==> config.mk <==
export PLATFORM = sky130hd
export DESIGN_NAME = rr_arbiter_n
export DESIGN_NICKNAME = d
export VERILOG_FILES = /design/src/rtl/arb_pkg.sv /design/src/rtl/rr_pick.sv /design/src/rtl/rr_arbiter_n.sv
export SDC_FILE = /design/constraint.sdc
export NUM_CORES = 1
export LEC_CHECK = 0
export CORE_MARGIN = 2
export CORE_UTILIZATION = 45
export DETAILED_ROUTE_END_ITERATION = 6
export PLACE_DENSITY = 0.79
export SKIP_CTS_REPAIR_TIMING = 1
export SYNTH_ARGS = -nofsm -noshare
export SYNTH_HDL_FRONTEND = slang
export SYNTH_SLANG_ARGS = --single-unit
==> constraint.sdc <==
create_clock -name clk -period 2.1 [get_ports clk]
set_input_delay 0.315 -clock clk [delete_from_list [all_inputs] [get_ports clk]]
set_output_delay 0.315 -clock clk [all_outputs]
set_load 0.1 [all_outputs]
==> src/rtl/arb_pkg.sv <==
// Shared definitions for the round-robin arbiter: FSM encoding, defaults and
// the index-width helper used for port and register sizing.
package arb_pkg;

  localparam int DEF_N_REQ    = 4;
  localparam int DEF_MAX_HOLD = 8;

  typedef enum logic {
    IDLE  = 1'b0,
    GRANT = 1'b1
  } arb_state_e;

  // Never returns less than 1 so that a width derived from it stays legal.
  function automatic int clog2(input int value);
    int w;
    w = 1;
    while ((1 << w) < value) w++;
    return w;
  endfunction

endpackage

==> src/rtl/rr_pick.sv <==
// Rotating-priority search: starting at start_i and wrapping, the first
// requester that is asserted and not masked by excl_i wins.
module rr_pick
  import arb_pkg::*;
#(
  parameter  int N_REQ = DEF_N_REQ,
  localparam int IW    = clog2(N_REQ)
) (
  input  logic [N_REQ-1:0] req_i,
  input  logic [IW-1:0]    start_i,
  input  logic [N_REQ-1:0] excl_i,
  output logic [N_REQ-1:0] onehot_o,
  output logic [IW-1:0]    idx_o,
  output logic             found_o
);

  logic [N_REQ-1:0] cand;
  assign cand = req_i & ~excl_i;

  int            pos;
  logic [IW-1:0] pos_idx;

  always_comb begin
    onehot_o = '0;
    idx_o    = '0;
    found_o  = 1'b0;
    pos      = 0;
    pos_idx  = '0;
    for (int i = 0; i < N_REQ; i++) begin
      pos = int'(start_i) + i;
      if (pos >= N_REQ) pos = pos - N_REQ;
      pos_idx = IW'(pos);
      if (!found_o && cand[pos_idx]) begin
        found_o           = 1'b1;
        idx_o             = pos_idx;
        onehot_o[pos_idx] = 1'b1;
      end
    end
  end

endmodule

==> src/rtl/rr_arbiter_n.sv <==
// N-way round-robin arbiter with a bounded hold time under contention.
// All outputs are registered; the current FSM state is exposed on dbg_state_o.
module rr_arbiter_n
  import arb_pkg::*;
#(
  parameter int N_REQ    = DEF_N_REQ,
  parameter int MAX_HOLD = DEF_MAX_HOLD
) (
  input  logic                      clk,
  input  logic                      rst,
  input  logic [N_REQ-1:0]          req,
  output logic [N_REQ-1:0]          gnt,
  output logic                      gnt_valid,
  output logic [clog2(N_REQ)-1:0]   gnt_id,
  output arb_state_e                dbg_state_o
);

  localparam int              IW       = clog2(N_REQ);
  localparam int              HW       = clog2(MAX_HOLD);
  localparam logic [HW-1:0]   HOLD_MAX = HW'(MAX_HOLD - 1);
  localparam logic [IW-1:0]   LAST_IDX = IW'(N_REQ - 1);

  arb_state_e       state_q, state_d;
  logic [N_REQ-1:0] gnt_q, gnt_d;
  logic             valid_q, valid_d;
  logic [IW-1:0]    id_q, id_d;
  logic [IW-1:0]    ptr_q, ptr_d;
  logic [HW-1:0]    hold_cnt_q, hold_cnt_d;

  logic [N_REQ-1:0] pick_onehot;
  logic [IW-1:0]    pick_idx;
  logic             pick_found;
  logic             holder_req;
  logic             others_req;
  logic             keep;

  // Excluding the current holder only matters when its hold budget is spent;
  // in IDLE gnt_q is zero so nothing is excluded.
  rr_pick #(.N_REQ(N_REQ)) u_pick (
    .req_i    (req),
    .start_i  (ptr_q),
    .excl_i   (gnt_q),
    .onehot_o (pick_onehot),
    .idx_o    (pick_idx),
    .found_o  (pick_found)
  );

  assign holder_req = |(req & gnt_q);
  assign others_req = |(req & ~gnt_q);
  assign keep       = (state_q == GRANT) && holder_req &&
                      (!others_req || (hold_cnt_q != HOLD_MAX));

  always_comb begin
    state_d    = state_q;
    gnt_d      = gnt_q;
    valid_d    = valid_q;
    id_d       = id_q;
    ptr_d      = ptr_q;
    hold_cnt_d = hold_cnt_q;
    if (keep) begin
      if (hold_cnt_q != HOLD_MAX) hold_cnt_d = hold_cnt_q + 1'b1;
    end else if (pick_found) begin
      state_d    = GRANT;
      gnt_d      = pick_onehot;
      valid_d    = 1'b1;
      id_d       = pick_idx;
      hold_cnt_d = '0;
      ptr_d      = (pick_idx == LAST_IDX) ? '0 : pick_idx + 1'b1;
    end else begin
      state_d    = IDLE;
      gnt_d      = '0;
      valid_d    = 1'b0;
      id_d       = '0;
      hold_cnt_d = '0;
    end
  end

  always_ff @(posedge clk or posedge rst) begin
    if (rst) begin
      state_q    <= IDLE;
      gnt_q      <= '0;
      valid_q    <= 1'b0;
      id_q       <= '0;
      ptr_q      <= '0;
      hold_cnt_q <= '0;
    end else begin
      state_q    <= state_d;
      gnt_q      <= gnt_d;
      valid_q    <= valid_d;
      id_q       <= id_d;
      ptr_q      <= ptr_d;
      hold_cnt_q <= hold_cnt_d;
    end
  end

  assign gnt         = gnt_q;
  assign gnt_valid   = valid_q;
  assign gnt_id      = id_q;
  assign dbg_state_o = state_q;

endmodule

==> metrics.md, run 1 <==
| Metric | Value |
|---|---|
| Post-synthesis sequential area ratio | `0.309` |
| EDFF count, synth | `0` |
| Die W | `between 50 and 60 µm` |
| CP Capture Type | `flop` |
| Sink Count | `12` |
| Mapped Area | `roughly 1000 µm²` |
| Top cell family by delay on the critical path | `multiplexers` |
| Worst Path Required | `2250 ps` |
| Clk buf depth | `2` |
| Worst Tran Pin Value | `443 ps` |
| Ant. Diodes | `0` |
| Endpoints failing setup | `0` |
| Area Growth Syn to Fin | `33.2%` |
| Largest net degree at the start of global routing | `14` |
| Fin crit share | `0.968` |
| Largest family of logic cells by synthesized area | `simple AND/OR/NAND/NOR gates` |
| Most used DFF post-synth | `dfrtp_1` |
| Number of global-route vias before repair | `859` |
| Min cycle time layout | `2030 ps` |
| Syn. warnings | `0` |
| Total global routing overflow | `0` |
| Syn Nets | `around 110` |
| Arrival @ worst endpoint | `between 2000 and 2500 ps` |
| HP Class | `in2async` |
| Initial antenna violation count | `0` |
| Final setup skew | `7.91 ps` |
| Final Hold Slack | `332 ps` |
| Fin Setup TNS | `0 ps` |
| Final wirelength | `2270 µm` |
| Synth Instances | `98` |
| RSZ-0062 raised after global routing | `false` |
| Post-Synth Simple-Gate Area | `0.184` |
| CP Cell Sequence | `clkdlybuf4s50_1 -> nor2b_1 -> mux4_2 -> a221oi_2 -> nor3_1 -> a221o_1` |
| GRT Resource Usage Total | `0.204` |
| Initial Util | `0.485` |
| Crit-path max FO | `6` |
| Fraction of layout cells with a size suffix above 1 | `0.363` |
| Mean Syn Cell Area | `around 9.9 µm²` |
| Adder-Cell Fraction of Synth Area | `0.129` |
| Worst skew pair latency | `about 280 ps` |
| Die area | `approximately 0.0025 mm²` |
| WP buf/inv | `1` |
| Post-detail-place hpwl | `1890 µm` |
| Kind of critical path | `in2reg` |
| First-pass DRT Iterations | `4` |
| Pins Over Slew Limit | `0` |
| IO Port Bufs | `13` |
| Final Hold Fails | `0` |
| Xor/xnor share of the synthesized area | `0.0438` |
| Die H | `50.5 µm` |
| CTS Root Cell | `clkbuf_4` |
| Distinct cells, synth | `30` |
| Max Clk Rate | `492 MHz` |
| Number of top-level pins | `14` |
| Post-synthesis register bit count | `12` |
| CP max stage cell | `mux4_2` |
| Rows | `16` |
| Final Util | `0.646` |
| H-Tree Level Count | `1` |
| Proportion of synthesized area in mux cells | `0.113` |
| Startpoint type of the worst setup path | `input pin` |
| Detail Route Antenna Nets | `0` |
| Maxcap violations | `0` |
| Slew Limit Headroom | `0.702` |
| Async set-or-reset flop fraction in the synthesized netlist | `1.00` |
| Clock slew at reported path FFs | `80 ps` |
| Core ar. | `roughly 0.002 mm²` |
| DR iter-0 viols | `29` |
| Via count | `roughly 900` |
| Outcome | `completed` |
| CP peak stage delay | `590 ps` |
| CTS tree | `yes` |
| CTS buffer count | `3` |
| # nets final | `about 140` |
| Most frequent cells in the layout | `buf_4, nor2_1, ha_1` |
| Via/cell ratio | `slightly below 6` |
| Commonest non-fill, non-tap cell in the layout | `buf_4` |
| Synth Area in Compound Gates | `0.175` |
| DRC viols | `0` |
| Global-route wire length before repair | `3880 µm` |
| DR WL/cell | `approximately 15 µm` |
| GPL Wtd Cong | `0.859` |
[area by class of cell]
class                           count  area, µm²
Clock buffer                        4       36.3
Fill cell                         157        708
Inverter                            4       22.5
Multi-Input combinational cell     78        674
Sequential cell                    12        319
Tap cell                           27       33.8
Timing Repair Buffer               26        208
[worst register-to-register path, cell delays in order (launching register included)]
cell	delay, ps
dfrtp_4	500
nand2b_1	210
mux4_2	530
o21a_1	250
xnor2_2	200
xnor2_1	140
o21ai_1	70
[per-stage QoR]
stage                     instance area [µm²]  setup slack [ps]  cells
after floorplan                          1040             -29.9     98
after global placement                   1250              -149    147
after detailed placement                 1250              -219    147
after CTS                                1280              52.7    151
after global routing                     1290              8.96    151
final                                    1290              66.5    151
[cells by family after synthesis]
family | count (synthesis)
flops | 12
fa+ha+maj | 10
mux | 6
compound gates | 22
xor+xnor | 4
simple gates | 36
buf+inv | 8
[layer usage]
layer	vias to the layer above	share of wire	track usage
li1	422	-	-
met1	417	0.43	0.269
met2	31	0.49	0.338
met3	7	0.043	0.0119
met4	0	0.032	0.108
met5	-	0	0
[worst paths after layout]
path	from	depth (start not counted)	end	slack [ps]
setup / recovery	req[3]	6	gnt[0]	70
hold / removal	rst	2	gnt_id[1]	330
setup reg to reg	gnt[2]	6	ptr_q[1]	100
hold reg to reg	gnt_id[1]	1	gnt_id[1]	530
max in group asynchronous	rst	2	gnt[2]	1420
min in group clk	gnt_id[1]	1	gnt_id[1]	530
[sequential cells by signal, indices dropped and copies added (netlist names)]
name,cells
gnt_id,2
gnt_valid,1
ptr_q,2
hold_cnt_q,3
gnt,4
[cells in the mapped netlist (2+ instances only)]
library cell	instances	area, µm²
dfrtp_1	12	300
ha_1	10	125
nor2_1	10	37.5
nor2b_1	6	37.5
nand2_1	5	18.8
nor3_1	5	25.0
a221o_1	4	40.0
a221oi_1	4	35.0
a22o_1	4	35.0
mux4_2	4	90.1
nand2b_1	4	25.0
inv_1	3	11.3
o21ai_1	3	15.0
xnor2_1	3	26.3
a21oi_1	2	10.0
clkbuf_1	2	7.51
mux2i_1	2	20.0
nand3_1	2	10.0
nand4_1	2	12.5
Power of run 1 is not shown: default switching activity piles up to over one toggle a cycle in this logic, so the estimate is an artifact.
==> inputs of run 2 (changes only) <==
Settings changed: CORE_ASPECT_RATIO set to 1.5.
==> run 2 against run 1 <==
Worst setup slack got worse by 34 ps. Via count is 1.8% higher. Routed wire length is 2.5% higher. Sequential share of layout area is 0.74 points lower. Die area up 0.30%. Core utilization increased by 1.2 points. Highest routed layer unchanged.
==> metrics.md, run 2 (synthesized netlist as in run 1, its figures left out) <==
| Metric | Value |
|---|---|
| Outcome | `completed` |
| Multi-input gate area | `711 µm² (+5.4%)` |
| Post-detail-place hpwl | `1890 µm (+0.19%)` |
| Worst Path Required | `2250 ps (about the same)` |
| Commonest non-fill, non-tap cell in the layout | `buf_4` |
| Final setup skew | `7.25 ps (-0.661 ps)` |
| Maxcap violations | `0 (unchanged)` |
| WP buf/inv | `1 (unchanged)` |
| Largest net degree at the start of global routing | `14 (unchanged)` |
| Worst skew pair latency | `270 ps (about the same)` |
| Clock slew at reported path FFs | `80 ps (about the same)` |
| Number of top-level pins | `14 (unchanged)` |
| Arrival @ worst endpoint | `2220 ps (+30 ps)` |
| First-pass DRT Iterations | `4 (unchanged)` |
| Core ar. | `0.00203 mm² (+1.2%)` |
| GPL Wtd Cong | `0.993 (+16%)` |
| CTS buffer count | `3 (unchanged)` |
| CP max stage cell | `mux4_2` |
| Worst Tran Pin Value | `465 ps (+22.3 ps)` |
| Final wirelength | `2330 µm (+2.5%)` |
| Fraction of layout cells with a size suffix above 1 | `0.405 (+0.0419)` |
| Flop-to-flop setup slack | `90 ps (about the same)` |
| Die H | `60.9 µm (+21%)` |
| Initial antenna violation count | `0 (unchanged)` |
| Top cell family by delay on the critical path | `multiplexers` |
| Crit-path max FO | `6 (unchanged)` |
| Via count | `893 (+1.8%)` |
| Pins Over Slew Limit | `0 (unchanged)` |
| Area Growth Syn to Fin | `37.4%` |
| Filler cells | `152 (-3.2%)` |
| GRT Resource Usage Total | `0.205 (+0.000992)` |
| CP Cell Sequence | `clkdlybuf4s50_1 -> nor2b_2 -> mux4_2 -> a221oi_2 -> nor3_1 -> a221o_1` |
| Min cycle time layout | `2070 ps (+34.0 ps)` |
| DP Area | `0.00126 mm² (+0.70%)` |
| Endpoints failing setup | `0 (unchanged)` |
| Register area | `319 µm² (unchanged)` |
| Total global routing overflow | `0 (unchanged)` |
| Via/cell ratio | `6.03 (+3.9%)` |
| IO Port Bufs | `13 (unchanged)` |
| Ant. Diodes | `0 (unchanged)` |
| Global-route wire length before repair | `3960 µm (+2.0%)` |
| Detail Route Antenna Nets | `0 (unchanged)` |
| DRC viols | `0 (unchanged)` |
| CP peak stage delay | `580 ps (about the same)` |
| Rows | `20 (+4)` |
| Final instance area | `0.00133 mm² (+3.1%)` |
| Final Util | `0.658 (+0.0118)` |
| DR iter-0 viols | `51 (+76%)` |
| Final Hold Slack | `341 ps (+8.88 ps)` |
| Most frequent cells in the layout | `buf_4, nor2_1, ha_1` |
| Kind of critical path | `in2reg` |
| H-Tree Level Count | `1 (unchanged)` |
| Die W | `41.9 µm (-17%)` |
| Final Hold Fails | `0 (unchanged)` |
| Startpoint type of the worst setup path | `input pin` |
| Number of global-route vias before repair | `894 (+4.1%)` |
| Initial Util | `0.479 (-0.00599)` |
| # nets final | `143 (+1.4%)` |
| Sink Count | `12 (unchanged)` |
| Die area | `0.00255 mm² (+0.30%)` |
| CP Capture Type | `flop` |
| CTS Root Cell | `clkbuf_4` |
| Clk buf depth | `2 (unchanged)` |
| Fin crit share | `0.985 (+0.0162)` |
| HP Class | `in2async` |
| CTS tree | `yes` |
| Slew Limit Headroom | `0.687 (-0.0150)` |
| Max Clk Rate | `484 MHz (-1.6%)` |
| Max reg flops | `4 (unchanged)` |
| DR WL/cell | `15.8 µm (+4.6%)` |
-- run 2: cell types whose count changed in the layout (fill, tap and decap cells not counted), sizes merged --
cell,delta
buf,+2
dlymetal6s2s,+2
clkdlybuf4s50,-2
-- run 2: layout make-up --
type,count,area share
timing repair buffer,28,0.171
clock buffer,4,0.0197
multi-input combinational,78,0.533
tap,22,0.0206
inverter,4,0.0169
sequential,12,0.239
-- run 2: path summary, 6_finish.rpt --
path,start,end,cells past startpoint
max in group asynchronous,rst,gnt[2],2
min,rst,gnt[3],2
max reg2reg,gnt[3],ptr_q[1],6
min reg2reg,gnt_id[0],gnt_id[0],1
min in group clk,req[2],gnt_valid,4
max,req[1],gnt[2],6
-- run 2: per-layer routing --
| layer | GRT usage | vias up | part of all wire |
|---|---|---|---|
| met2 | 0.375 | 28 | 0.54 |
| li1 | - | 425 | - |
| met4 | 0.134 | 0 | 0.025 |
| met1 | 0.221 | 436 | 0.41 |
| met5 | 0 | - | 0 |
| met3 | 0.0298 | 4 | 0.024 |
-- run 2: per-stage QoR --
| step | TNS [ps] | std cells | worst slack, ps |
|---|---|---|---|
| 3_5_place_dp | -1320 | 144 | -236 |
| 2_1_floorplan | -29.9 | 98 | -29.9 |
| 6_report | 0 | 148 | 32.5 |
| 3_3_place_gp | -807 | 144 | -175 |
| 5_1_grt | -98.6 | 148 | -40.4 |
| 4_1_cts | 0 | 148 | 41.6 |
Power of run 2 is left out for the same reason.
